`src/rtl/vga_fb_arbiter_if.sv`:
```
// Frame-buffer arbiter bus: scan-out read, host write, clear control and RAM port.
// Latency: none, wiring only.
// Backpressure: host writes are throttled by wr_ready; scan-out and RAM side have none.
interface vga_fb_arbiter_if #(
  parameter int ADDR_W = 14,
  parameter int DATA_W = 8
);
  // scan-out read path
  logic              disp_req;
  logic [ADDR_W-1:0] disp_addr;
  logic [DATA_W-1:0] disp_data;
  logic              disp_valid;
  // host pixel write
  logic              wr_valid;
  logic [ADDR_W-1:0] wr_addr;
  logic [DATA_W-1:0] wr_data;
  logic              wr_ready;
  // clear-screen engine control/status
  logic              clr_start;
  logic [DATA_W-1:0] clr_color;
  logic              clr_busy;
  logic              clr_done;
  logic              starve_err;
  // single-port RAM
  logic              mem_en;
  logic              mem_we;
  logic [ADDR_W-1:0] mem_addr;
  logic [DATA_W-1:0] mem_wdata;
  logic [DATA_W-1:0] mem_rdata;

  // arbiter side
  modport slave (
    input  disp_req, disp_addr, wr_valid, wr_addr, wr_data, clr_start, clr_color, mem_rdata,
    output disp_data, disp_valid, wr_ready, clr_busy, clr_done, starve_err,
           mem_en, mem_we, mem_addr, mem_wdata
  );

  // users and RAM side
  modport master (
    output disp_req, disp_addr, wr_valid, wr_addr, wr_data, clr_start, clr_color, mem_rdata,
    input  disp_data, disp_valid, wr_ready, clr_busy, clr_done, starve_err,
           mem_en, mem_we, mem_addr, mem_wdata
  );
endinterface

```
`src/rtl/vga_fb_arbiter.sv`:
```
// Shares one single-port frame-buffer RAM between scan-out reads, a clear engine and host writes.
// Latency: scan-out pixel returns RD_LAT+1 cycles after disp_req; grants are combinational.
// Backpressure: scan-out always wins; clear stalls on scan-out; host waits on wr_ready.
module vga_fb_arbiter #(
  parameter int ADDR_W   = 14,
  parameter int DATA_W   = 8,
  parameter int DEPTH    = 16384,
  parameter int RD_LAT   = 1,
  parameter int MAX_WAIT = 1024
) (
  input  logic            clk25mz,
  input  logic            rst_n,
  vga_fb_arbiter_if.slave bus
);

  localparam logic [ADDR_W-1:0] LAST_ADDR = ADDR_W'(DEPTH - 1);
  localparam int                WAIT_W    = $clog2(MAX_WAIT + 1);
  localparam logic [WAIT_W-1:0] WAIT_MAX  = WAIT_W'(MAX_WAIT);
  localparam logic [WAIT_W-1:0] WAIT_LAST = WAIT_W'(MAX_WAIT - 1);

  typedef enum logic [1:0] {
    IDLE  = 2'd0,
    CLEAR = 2'd1,
    DONE  = 2'd2
  } state_t;

  state_t            state;
  logic [ADDR_W-1:0] clr_addr;
  logic [DATA_W-1:0] clr_col;
  logic              clr_busy_q;
  logic              clr_done_q;

  logic [RD_LAT-1:0] rd_pipe;
  logic              disp_valid_q;
  logic [DATA_W-1:0] disp_data_q;

  logic [WAIT_W-1:0] wait_cnt;
  logic              starve_q;

  logic              wr_ready_c;
  logic              mem_en_c;
  logic              mem_we_c;
  logic [ADDR_W-1:0] mem_addr_c;
  logic [DATA_W-1:0] mem_wdata_c;
  logic              host_blocked;

  // Host may write only when scan-out is idle this cycle and no fill owns the RAM.
  assign wr_ready_c   = !bus.disp_req && (state == IDLE) && rst_n;
  assign host_blocked = bus.wr_valid && !wr_ready_c;

  // Fixed-priority RAM grant: scan-out, then clear engine, then host.
  always_comb begin
    mem_en_c    = 1'b0;
    mem_we_c    = 1'b0;
    mem_addr_c  = '0;
    mem_wdata_c = '0;
    if (rst_n) begin
      if (bus.disp_req) begin
        mem_en_c   = 1'b1;
        mem_addr_c = bus.disp_addr;
      end else if (state == CLEAR) begin
        mem_en_c    = 1'b1;
        mem_we_c    = 1'b1;
        mem_addr_c  = clr_addr;
        mem_wdata_c = clr_col;
      end else if (bus.wr_valid && (state == IDLE)) begin
        mem_en_c    = 1'b1;
        mem_we_c    = 1'b1;
        mem_addr_c  = bus.wr_addr;
        mem_wdata_c = bus.wr_data;
      end
    end
  end

  // Clear engine: walk every address once, pausing on cycles scan-out owns the RAM.
  always_ff @(posedge clk25mz or negedge rst_n) begin
    if (!rst_n) begin
      state      <= IDLE;
      clr_addr   <= '0;
      clr_col    <= '0;
      clr_busy_q <= 1'b0;
      clr_done_q <= 1'b0;
    end else begin
      case (state)
        IDLE: begin
          clr_done_q <= 1'b0;
          if (bus.clr_start) begin
            state      <= CLEAR;
            clr_addr   <= '0;
            clr_col    <= bus.clr_color;
            clr_busy_q <= 1'b1;
          end
        end
        CLEAR: begin
          if (!bus.disp_req) begin
            if (clr_addr == LAST_ADDR) begin
              state      <= DONE;
              clr_busy_q <= 1'b0;
              clr_done_q <= 1'b1;
            end else begin
              clr_addr <= clr_addr + 1'b1;
            end
          end
        end
        DONE: begin
          state      <= IDLE;
          clr_done_q <= 1'b0;
        end
        default: begin
          state      <= IDLE;
          clr_busy_q <= 1'b0;
          clr_done_q <= 1'b0;
        end
      endcase
    end
  end

  // Track granted reads through the RAM latency and capture the returned pixel.
  always_ff @(posedge clk25mz or negedge rst_n) begin
    if (!rst_n) begin
      rd_pipe      <= '0;
      disp_valid_q <= 1'b0;
      disp_data_q  <= '0;
    end else begin
      rd_pipe      <= (rd_pipe << 1) | RD_LAT'(bus.disp_req);
      disp_valid_q <= rd_pipe[RD_LAT-1];
      if (rd_pipe[RD_LAT-1]) begin
        disp_data_q <= bus.mem_rdata;
      end
    end
  end

  // Count consecutive blocked host cycles; flag starvation once the limit is hit.
  always_ff @(posedge clk25mz or negedge rst_n) begin
    if (!rst_n) begin
      wait_cnt <= '0;
      starve_q <= 1'b0;
    end else if (!host_blocked) begin
      wait_cnt <= '0;
    end else if (wait_cnt != WAIT_MAX) begin
      wait_cnt <= wait_cnt + 1'b1;
      if (wait_cnt == WAIT_LAST) begin
        starve_q <= 1'b1;
      end
    end
  end

  assign bus.wr_ready   = wr_ready_c;
  assign bus.mem_en     = mem_en_c;
  assign bus.mem_we     = mem_we_c;
  assign bus.mem_addr   = mem_addr_c;
  assign bus.mem_wdata  = mem_wdata_c;
  assign bus.disp_valid = disp_valid_q;
  assign bus.disp_data  = disp_data_q;
  assign bus.clr_busy   = clr_busy_q;
  assign bus.clr_done   = clr_done_q;
  assign bus.starve_err = starve_q;

endmodule
```
`src/flat_wrapper.sv`:
```
// flat-port wrapper written by rule: the top's interface ports become plain ports
module vga_fb_arbiter_flat 
#(
  parameter int ADDR_W   = 14,
  parameter int DATA_W   = 8,
  parameter int DEPTH    = 16384,
  parameter int RD_LAT   = 1,
  parameter int MAX_WAIT = 1024
)
  (clk25mz, rst_n, bus_disp_req, bus_disp_addr, bus_wr_valid, bus_wr_addr, bus_wr_data, bus_clr_start, bus_clr_color, bus_mem_rdata, bus_disp_data, bus_disp_valid, bus_wr_ready, bus_clr_busy, bus_clr_done, bus_starve_err, bus_mem_en, bus_mem_we, bus_mem_addr, bus_mem_wdata);
  vga_fb_arbiter_if #(.ADDR_W(ADDR_W), .DATA_W(DATA_W)) bus_i ();
  input  logic clk25mz;
  input  logic rst_n;
  input wire logic [$bits(bus_i.disp_req)-1:0] bus_disp_req;
  input wire logic [$bits(bus_i.disp_addr)-1:0] bus_disp_addr;
  input wire logic [$bits(bus_i.wr_valid)-1:0] bus_wr_valid;
  input wire logic [$bits(bus_i.wr_addr)-1:0] bus_wr_addr;
  input wire logic [$bits(bus_i.wr_data)-1:0] bus_wr_data;
  input wire logic [$bits(bus_i.clr_start)-1:0] bus_clr_start;
  input wire logic [$bits(bus_i.clr_color)-1:0] bus_clr_color;
  input wire logic [$bits(bus_i.mem_rdata)-1:0] bus_mem_rdata;
  output wire logic [$bits(bus_i.disp_data)-1:0] bus_disp_data;
  output wire logic [$bits(bus_i.disp_valid)-1:0] bus_disp_valid;
  output wire logic [$bits(bus_i.wr_ready)-1:0] bus_wr_ready;
  output wire logic [$bits(bus_i.clr_busy)-1:0] bus_clr_busy;
  output wire logic [$bits(bus_i.clr_done)-1:0] bus_clr_done;
  output wire logic [$bits(bus_i.starve_err)-1:0] bus_starve_err;
  output wire logic [$bits(bus_i.mem_en)-1:0] bus_mem_en;
  output wire logic [$bits(bus_i.mem_we)-1:0] bus_mem_we;
  output wire logic [$bits(bus_i.mem_addr)-1:0] bus_mem_addr;
  output wire logic [$bits(bus_i.mem_wdata)-1:0] bus_mem_wdata;
  assign bus_i.disp_req = bus_disp_req;
  assign bus_i.disp_addr = bus_disp_addr;
  assign bus_i.wr_valid = bus_wr_valid;
  assign bus_i.wr_addr = bus_wr_addr;
  assign bus_i.wr_data = bus_wr_data;
  assign bus_i.clr_start = bus_clr_start;
  assign bus_i.clr_color = bus_clr_color;
  assign bus_i.mem_rdata = bus_mem_rdata;
  assign bus_disp_data = bus_i.disp_data;
  assign bus_disp_valid = bus_i.disp_valid;
  assign bus_wr_ready = bus_i.wr_ready;
  assign bus_clr_busy = bus_i.clr_busy;
  assign bus_clr_done = bus_i.clr_done;
  assign bus_starve_err = bus_i.starve_err;
  assign bus_mem_en = bus_i.mem_en;
  assign bus_mem_we = bus_i.mem_we;
  assign bus_mem_addr = bus_i.mem_addr;
  assign bus_mem_wdata = bus_i.mem_wdata;
  vga_fb_arbiter #(.ADDR_W(ADDR_W), .DATA_W(DATA_W), .DEPTH(DEPTH), .RD_LAT(RD_LAT), .MAX_WAIT(MAX_WAIT)) u_core (.clk25mz(clk25mz), .rst_n(rst_n), .bus(bus_i));
endmodule
```
`config.mk`:
```
export PLATFORM = sky130hd
export DESIGN_NAME = vga_fb_arbiter_flat
export DESIGN_NICKNAME = d
export VERILOG_FILES = /design/src/rtl/vga_fb_arbiter_if.sv /design/src/rtl/vga_fb_arbiter.sv /design/src/flat_wrapper.sv
export SDC_FILE = /design/constraint.sdc
export NUM_CORES = 1
export LEC_CHECK = 0
export CAP_MARGIN = 20
export CELL_PAD_IN_SITES_DETAIL_PLACEMENT = 1
export CELL_PAD_IN_SITES_GLOBAL_PLACEMENT = 2
export CORE_ASPECT_RATIO = 2
export CORE_MARGIN = 3
export CORE_UTILIZATION = 27
export DETAILED_ROUTE_END_ITERATION = 8
export HOLD_SLACK_MARGIN = 0.08
export PLACE_DENSITY_LB_ADDON = 0.1
export SLEW_MARGIN = 10
export SYNTH_ARGS = -nofsm -noshare
export SYNTH_HDL_FRONTEND = slang
export SYNTH_SLANG_ARGS = --single-unit
```
`constraint.sdc`:
```
create_clock -name clk25mz -period 2.4 [get_ports clk25mz]
set_clock_uncertainty 0.15 [all_clocks]
set_input_delay 0.36 -clock clk25mz [delete_from_list [all_inputs] [get_ports clk25mz]]
set_output_delay 0.36 -clock clk25mz [all_outputs]
set_load 0.01 [all_outputs]
```
## Word-level counts from Yosys, hierarchy flattened

Index checks and enable logic that the tools add are counted.

- $add $sub $neg: 2
- Equality and inequality tests: 10
- Mux-type cells: 31
- Bitwise logic cells: 1
- Reduce and logical (&&, ||, !) cells: 14

Operators with widths:

| operator | number |
|---|---|
| $mux 14 | 7 |
| $mux 8 | 4 |
| $pmux 14 s2 | 1 |
| $mux 11 | 2 |
| $add 14x1->14 const B | 1 |
| $eq 14x14->1 const B | 1 |
| $mux 1 | 12 |
| $add 11x1->11 const B | 1 |
| $eq 11x10->1 const B | 1 |
| $ne 11x11->1 const B | 1 |
| $ne 2x2->1 const B | 5 |
| $reduce_and 4->1 | 2 |
| $mux 2 | 3 |
| $reduce_and 3->1 | 2 |
| $logic_and 1x1->1 | 4 |
| $pmux 2 s2 | 1 |
| $reduce_and 2->1 | 2 |
| $pmux 1 s3 | 1 |
| $eq 2x1->1 const B | 1 |
| $eq 2x2->1 const B | 1 |
| $logic_not 1->1 | 2 |
| $logic_not 2->1 | 1 |
| $reduce_bool 2->1 | 1 |
| $not 1->1 | 1 |

- Bits in registers: 48
- Word-level logic and storage cells: 68

## Depth between registers and ports, before layout

Gate-level depths: netlist of the first run.

- Depth after elaboration: 6
- Depth in mapped cells: 6

## Worst setup path before layout of the first run

No wires, ideal clock.

- Path kind: register to output
- From: register u_core.state[0]
- To: output bus_mem_en
- Data arrival time: 1.479 ns
- Slack: 0.411 ns
- Stages on the path, launching flop included: 6
- Path buffers: 2
- Cells stage by stage: dfrtp_1 -> buf_2 -> nor3b_2 -> clkbuf_1 -> nor2_1 -> a21boi_0

- Cells in the longest elaborated chain, start to end: 6
- Elaborated cells between the ends (all ways): 7
- Those cells by class: 1 x eq/ne; 4 x mux; 2 x reduce/logical

Ends and longest elaborated chain:

| what | line | text |
|---|---|---|
| start: declaration | vga_fb_arbiter.sv:27 | `state_t state;` |
| start signal: assignment | vga_fb_arbiter.sv:78 | `state <= IDLE;` |
| start signal: assignment | vga_fb_arbiter.sv:88 | `state <= CLEAR;` |
| start signal: assignment | vga_fb_arbiter.sv:97 | `state <= DONE;` |
| $logic_not 2->1 | vga_fb_arbiter.sv:66 | `end else if (bus.wr_valid && (state == IDLE)) begin` |
| $logic_and 1x1->1 | vga_fb_arbiter.sv:66 |  |
| $mux 1 | vga_fb_arbiter.sv:66 |  |
| $mux 1 * | vga_fb_arbiter.sv:61 | `end else if (state == CLEAR) begin` |
| $mux 1 * | vga_fb_arbiter.sv:58 | `if (bus.disp_req) begin` |
| $mux 1 * | vga_fb_arbiter.sv:57 | `if (rst_n) begin` |
| end: declaration | flat_wrapper.sv:28 | `output wire logic [$bits(bus_i.mem_en)-1:0] bus_mem_en;` |

Every way passes the cells marked *; elsewhere a longest branch is shown, timed or not.

## Worst setup path in the final report of the first run

- From: input bus_wr_valid
- To: output bus_mem_addr[2]

- Cells in the longest elaborated chain, start to end: 5

Ends and longest elaborated chain:

| what | line | text |
|---|---|---|
| start: declaration | flat_wrapper.sv:16 | `input wire logic [$bits(bus_i.wr_valid)-1:0] bus_wr_valid;` |
| $logic_and 1x1->1 | vga_fb_arbiter.sv:66 |  |
| $mux 14 | vga_fb_arbiter.sv:66 |  |
| $mux 14 | vga_fb_arbiter.sv:61 |  |
| $mux 14 | vga_fb_arbiter.sv:58 |  |
| $mux 14 | vga_fb_arbiter.sv:57 |  |
| end: declaration | flat_wrapper.sv:30 | `output wire logic [$bits(bus_i.mem_addr)-1:0] bus_mem_addr;` |

No other way between the ends.

==> results of run 1 <==
## routing by layer
layer / vias up / global-route usage (%) / share of wire (%)
met4: 0 / 4.55 / 1.2
li1: 1225 / - / -
met2: 29 / 34.9 / 62
met5: - / 0 / 0
met1: 1311 / 16.4 / 35
met3: 5 / 2.30 / 2.1
## power by group through the flow
stage | clock (mW) | sequential [mW] | combinational [mW]
finish | 0.843 | 1.01 | 0.496
CTS | 0.876 | 1.01 | 0.506
detailed placement | 0 | 1.03 | 0.520
global placement | 0 | 1.03 | 0.508
floorplan | 0 | 0.976 | 0.273
global route | 0.912 | 1.03 | 0.548
## final cells by class
type / count / area, um^2
Clock buffer: 6 / 139
Clock inverter: 2 / 38.8
Fill cell: 1142 / 5690
Inverter: 4 / 15.0
Multi-Input combinational cell: 197 / 1450
Sequential cell: 48 / 1200
Tap cell: 132 / 165
Timing Repair Buffer: 117 / 1120
## sequential cells by signal, summed over array words and instances (netlist names)
signal,cells
u_core.bus.clr_done,1
u_core.clr_addr,14
u_core.bus.disp_data,8
u_core.clr_col,8
u_core.bus.clr_busy,1
u_core.wait_cnt,11
u_core.bus.disp_valid,1
u_core.bus.starve_err,1
u_core.rd_pipe,1
u_core.state,2
## cells in the mapped netlist, drive strengths merged (7+ instances only)
cell type,instances
nand4,8
nand2,16
nand2b,7
nor2,26
nor4,8
a221o,11
nand3,8
dfrtp,48
buf,8
clkbuf,9
mux2,17
o211a,15
a22oi,8
## worst reg2reg max path, cell delays in order (launching register included)
cell and delay (ps):
dfrtp_1 390, buf_4 150, buf_4 130, buf_4 120, buf_4 140, nand2b_1 160
a21o_1 170, a21o_2 290, a221o_2 360
## cell families (layout without fill, tap and decap cells)
| kind of cell | after synthesis | after routing | share of synthesized area (%) |
|---|---|---|---|
| XOR/XNOR | 8 | 8 | 2.56 |
| multiplexers | 19 | 19 | 7.72 |
| flip-flops | 48 | 48 | 43.9 |
| AO/OA/AOI/OAI | 69 | 69 | 20.9 |
| adder cells (fa/ha/maj) | 3 | 3 | 1.37 |
| AND/OR/NAND/NOR | 98 | 98 | 19.7 |
| buffers and inverters | 21 | 129 | 3.88 |
## metrics by stage
step,std cells,area [um^2],total power [mW],setup TNS [ps]
detailed placement,492,3920,1.55,-4850
finish,506,4130,2.35,0
global placement,492,3920,1.53,-4830
floorplan,266,2740,1.25,0
CTS,505,4120,2.40,0
global route,506,4130,2.49,-10.2
## worst paths after layout
check | depth (start not counted) | slack (ps) | start | to
min in group asynchronous | 3 | 410 | rst_n | u_core.bus.disp_data[3]
hold reg to reg | 1 | 310 | u_core.bus.starve_err | u_core.bus.starve_err
setup reg to reg | 8 | 230 | u_core.state[0] | u_core.clr_addr[10]
hold / removal | 1 | 310 | u_core.bus.starve_err | u_core.bus.starve_err
setup / recovery | 6 | 40 | bus_wr_valid | bus_mem_addr[2]
max in group asynchronous | 4 | 1120 | rst_n | u_core.state[1]
## timing repair
item                       4_1_cts  5_1_grt
setup endpoints to repair       24       14
hold endpoints to repair        17        0
hold buffers                     1        0
gates resized for setup         33       17
setup buffers                    4        1
==> impl_metrics.env, run 1 <==
export IMPL_coreArea_um2=9830
export IMPL_grt_use_total_pct=16.7
export IMPL_swShare_pct=27.3
export IMPL_io_buffers=93
export IMPL_hp_class="register to register"
export IMPL_setup_slack_ps=40.9
export IMPL_combPwrFrac_pct=21.1
export IMPL_antenna_found_initial=0
export IMPL_slew_violations=0
export IMPL_ios=94
export IMPL_rsz0062_at_grt="yes"
export IMPL_routed_wl_um=9280
export IMPL_syn_area_um2=2740
export IMPL_endpoint_kind="output port"
export IMPL_drtIter0Drc=66
export IMPL_grt_first_pass_wirelength_um=14800
export IMPL_syn_to_final_growth_pct=51.0
export IMPL_vias_per_cell=5.08
export IMPL_p_leak_nw=1.89
export IMPL_max_freq_mhz=424
export IMPL_cpPeakStageDelay_ps=430
export IMPL_final_core_util_pct=42.1
export IMPL_period_minus_slack_ps=2360
export IMPL_htree_levels=2
export IMPL_synth_nets=326
export IMPL_die_h_um=148
export IMPL_cp_top_family="buffers and inverters"
export IMPL_cts_max_path_buffers=2
export IMPL_avgSynthCellArea_um2=10.3
export IMPL_path_max_fanout=15
export IMPL_yosysTopAreaCell="dfrtp_1"
export IMPL_preCtsSetupSlack_ps=-243
export IMPL_core_rowCount=51
export IMPL_grt_overflow=0
export IMPL_startpoint_type="primary input"
export IMPL_whs_ps=310
export IMPL_ys_warn_count=0
export IMPL_crit_arrival_ps=1850
export IMPL_post_drt_wl_per_cell_um=18.3
export IMPL_worst_path_buf_inv=3
export IMPL_cap_violations=0
export IMPL_async_reset_ff_share_pct=100
export IMPL_ys_seq_area_share_pct=43.9
export IMPL_layout_commonest_cell="clkdlybuf4s50_1"
export IMPL_internal_power_mw=1.71
export IMPL_ys_ff_latch=48
export IMPL_status="completed"
export IMPL_cp_cell_sequence="clkdlybuf4s50_1, nor3b_4, buf_12, a221o_2, o211a_1, dlygate4sd2_1"
export IMPL_start_util_pct=27.9
export IMPL_synth_cells=266
export IMPL_drcViolationCount=0
export IMPL_cts_tree="built"
export IMPL_path_clk_slew_ps=70
export IMPL_p_switching_uw=643
export IMPL_ant_nets=0
export IMPL_synthFlopType="dfrtp_1"
export IMPL_yosys_top_cells_area="dfrtp_1 44%, mux2_2 7.0%, o211a_1 5.5%"
export IMPL_p_per_area_nw_per_um2=569
export IMPL_layout_drive_gt1_share_pct=18.4
export IMPL_slowest_stage="clkdlybuf4s50_1"
export IMPL_nets=433
export IMPL_die_area_um2=11500
export IMPL_die_x_um=77.2
export IMPL_grt_max_degree=23
export IMPL_dp_hpwl_um=7190
export IMPL_clkLatencyLatePin_ps=290
export IMPL_firstDrtPassIters=4
export IMPL_num_vias=2570
export IMPL_cts_buffers=5
export IMPL_crit_type="primary input to output port"
export IMPL_finalWeightedCongestion=0.751
export IMPL_hold_violations=0
export IMPL_num_antenna_cells=0
export IMPL_synth_edf_count=0
export IMPL_cp_required_ps=1890
export IMPL_seq_power_share_pct=43.1
export IMPL_ctsRootBufferMaster="clkbuf_16"
export IMPL_setup_viol=0
export IMPL_finalCritPeriodShare_pct=98.3
export IMPL_layout_common_cells="67 x clkdlybuf4s50_1, 47 x dfrtp_1, 25 x nor2_1"
export IMPL_synth_distinct_cells=54
export IMPL_synth_top_area_share_pct=43.9
export IMPL_tightestPinTransition_ps=457
export IMPL_cts_sinks=48
export IMPL_ir_worst_vdd_v=0.000319
export IMPL_grt_pass1_vias=2804
export IMPL_clockPowerShare_pct=35.8
export IMPL_relSlewSlack_pct=69.4
Note: power is estimated with default switching activity, not from simulation.
==> run 2, diff against run 1 <==
--- a/config.mk
+++ b/config.mk
@@ -9,9 +9,10 @@
 export CELL_PAD_IN_SITES_DETAIL_PLACEMENT = 1
 export CELL_PAD_IN_SITES_GLOBAL_PLACEMENT = 2
 export CORE_ASPECT_RATIO = 2
-export CORE_MARGIN = 3
+export CORE_MARGIN = 10
 export CORE_UTILIZATION = 27
 export DETAILED_ROUTE_END_ITERATION = 8
+export GPL_ROUTABILITY_DRIVEN = 0
 export HOLD_SLACK_MARGIN = 0.08
 export PLACE_DENSITY_LB_ADDON = 0.1
 export SLEW_MARGIN = 10
==> impl_metrics.env, run 2 (same netlist as run 1, synthesis figures left out) <==
export IMPL_max_freq_mhz=427
export IMPL_dpl_cell_count=496
export IMPL_largest_reg_flops=14
export IMPL_slowest_stage="dfrtp_1"
export IMPL_holdPathStages=1
export IMPL_ctsRootBufferMaster="clkbuf_16"
export IMPL_seq_power_share_pct=43.2
export IMPL_nets=435
export IMPL_slew_violations=0
export IMPL_num_antenna_cells=0
export IMPL_path_max_fanout=7
export IMPL_firstDrtPassIters=4
export IMPL_hp_start="u_core.bus.starve_err"
export IMPL_internal_power_mw=1.71
export IMPL_hp_class="register to register"
export IMPL_grt_pass1_vias=2849
export IMPL_p_leak_nw=1.91
export IMPL_cts_buffers=5
export IMPL_ios=94
export IMPL_drtIter0Drc=75
export IMPL_cts_tree="built"
export IMPL_coreArea_um2=10000
export IMPL_grt_first_pass_wirelength_um=16000
export IMPL_placed_area_um2=3950
export IMPL_endpoint_kind="output port"
export IMPL_hold_violations=0
export IMPL_layout_common_cells="66 x clkdlybuf4s50_1, 47 x dfrtp_1, 25 x nor2_1"
export IMPL_cap_violations=0
export IMPL_p_per_area_nw_per_um2=561
export IMPL_grtUsageMet2_pct=28.1
export IMPL_core_rowCount=52
export IMPL_post_drt_wl_per_cell_um=19.9
export IMPL_ant_nets=0
export IMPL_num_vias=2556
export IMPL_busiest_layer="met2"
export IMPL_fin_cells=511
export IMPL_dp_hpwl_um=7800
export IMPL_status="completed"
export IMPL_regMostFlops="u_core.clr_addr"
export IMPL_p_switching_uw=639
export IMPL_whs_ps=305
export IMPL_cp_cell_sequence="buf_4, nor3b_4, buf_6, clkbuf_16, a221o_1, o211a_1, dlygate4sd2_1"
export IMPL_die_x_um=91.2
export IMPL_antenna_found_initial=0
export IMPL_die_area_um2=14800
export IMPL_cpPeakStageDelay_ps=380
export IMPL_path_clk_slew_ps=70
export IMPL_r2r_slack_ps=270
export IMPL_htree_levels=2
export IMPL_worst_path_buf_inv=4
export IMPL_start_util_pct=27.3
export IMPL_combPwrFrac_pct=21.1
export IMPL_setup_viol=0
export IMPL_period_minus_slack_ps=2340
export IMPL_layout_drive_gt1_share_pct=19.4
export IMPL_fillCellCount=1169
export IMPL_finalCritPeriodShare_pct=97.5
export IMPL_r2r_end="u_core.clr_addr[10]"
export IMPL_swShare_pct=27.3
export IMPL_vias_per_cell=5.00
export IMPL_syn_to_final_growth_pct=52.6
export IMPL_drcViolationCount=0
export IMPL_io_buffers=93
export IMPL_routed_wl_um=10200
export IMPL_grt_util_met1_pct=12.5
export IMPL_relSlewSlack_pct=66.1
export IMPL_grt_use_met3_pct=2.12
export IMPL_cts_sinks=48
export IMPL_grt_max_degree=23
export IMPL_preCtsSetupSlack_ps=-242
export IMPL_startpoint_type="register"
export IMPL_crit_type="register to output port"
export IMPL_grt_overflow=0
export IMPL_tightestPinTransition_ps=507
export IMPL_clkLatencyLatePin_ps=290
export IMPL_reg_top3="u_core.clr_addr x14, u_core.wait_cnt x11"
export IMPL_clockPowerShare_pct=35.6
export IMPL_grt_use_total_pct=13.5
export IMPL_fin_area_um2=4180
export IMPL_crit_arrival_ps=1830
export IMPL_r2r_cells=5
export IMPL_timing_rr_start="u_core.clr_addr[0]"
export IMPL_cp_required_ps=1890
export IMPL_cp_top_family="buffers and inverters"
export IMPL_ir_worst_vdd_v=0.000379
export IMPL_holdPathEnd="u_core.bus.starve_err"
export IMPL_setup_slack_ps=60.1
export IMPL_cts_max_path_buffers=2
export IMPL_layout_commonest_cell="clkdlybuf4s50_1"
export IMPL_die_h_um=162
export IMPL_power_mw=2.34
-- run 2: changes by cell type in the layout (fill, tap and decap cells not counted), sizes merged --
cell	change
buf	+1
clkbuf	+4
dlygate4sd2	-3
clkdlybuf4s50	-1
dlymetal6s2s	+1
-- run 2: metrics by stage --
stage	util, %	setup TNS [ps]
2_1_floorplan	-	0
3_3_place_gp	39.4	-4800
3_5_place_dp	39.4	-5490
4_1_cts	41.2	0
5_1_grt	41.7	-76.2
6_report	41.7	0
-- run 2: worst max path at each step --
stage	startpoint	to	slack (ps)	cells after the start
2_1_floorplan	u_core.state[0]	bus_mem_en	410	5
3_3_place_gp	bus_wr_valid	bus_mem_addr[2]	-220	6
3_5_place_dp	bus_wr_valid	bus_mem_wdata[4]	-240	7
4_1_cts	bus_wr_valid	bus_mem_addr[2]	30	7
5_1_grt	u_core.state[0]	bus_mem_addr[4]	-20	7
6_report	u_core.state[0]	bus_mem_addr[5]	60	7
-- run 2: power groups by stage --
stage / clock network (mW) / registers [mW] / logic [mW]
final: 0.835 / 1.01 / 0.496
after floorplan: 0 / 0.976 / 0.273
after detailed placement: 0 / 1.03 / 0.526
after global placement: 0 / 1.03 / 0.514
after global routing: 0.897 / 1.03 / 0.549
after CTS: 0.863 / 1.02 / 0.504
-- run 2: per-layer routing --
metal	wire, um	share of wire, %	up-vias
met1	3520	35	1291
li1	-	-	1227
met5	0	0	-
met3	205	2.0	12
met2	6240	61	26
met4	208	2.0	0
-- run 2: final cells by class --
cell class / instances / area, um^2 / area share (%)
inverters: 4 / 15.0 / 0.359
repair buffers: 119 / 1170 / 28.0
flip-flops and latches: 48 / 1200 / 28.8
well taps: 135 / 169 / 4.04
clock buffers: 6 / 139 / 3.33
clock inverters: 2 / 38.8 / 0.929
multi-input cells: 197 / 1450 / 34.6
-- run 2: repair_timing --
item                                    4_1_cts  5_1_grt
gates resized for setup                      33       26
cloned                                        0        1
hold buffers                                  1        0
endpoints found under the setup margin       24       19
buffers inserted                              4        1
endpoints found under the hold margin        17        0
-- run 2: worst reg2reg max path: stages (launching register included) --
cell and delay, ps:
dfrtp_1 460, ha_1 290, nand3_2 180, nor4_1 440, a21o_2 360, a221o_2 200
==> run 3, diff against run 2 <==
--- a/config.mk
+++ b/config.mk
@@ -11,11 +11,12 @@
 export CORE_ASPECT_RATIO = 2
 export CORE_MARGIN = 10
 export CORE_UTILIZATION = 27
+export CTS_CLUSTER_DIAMETER = 60
 export DETAILED_ROUTE_END_ITERATION = 8
 export GPL_ROUTABILITY_DRIVEN = 0
 export HOLD_SLACK_MARGIN = 0.08
 export PLACE_DENSITY_LB_ADDON = 0.1
-export SLEW_MARGIN = 10
+export SLEW_MARGIN = 20
 export SYNTH_ARGS = -nofsm -noshare
 export SYNTH_HDL_FRONTEND = slang
 export SYNTH_SLANG_ARGS = --single-unit
==> results of run 3 <==
Final layout, timing and power as in run 2 (identical DEF).
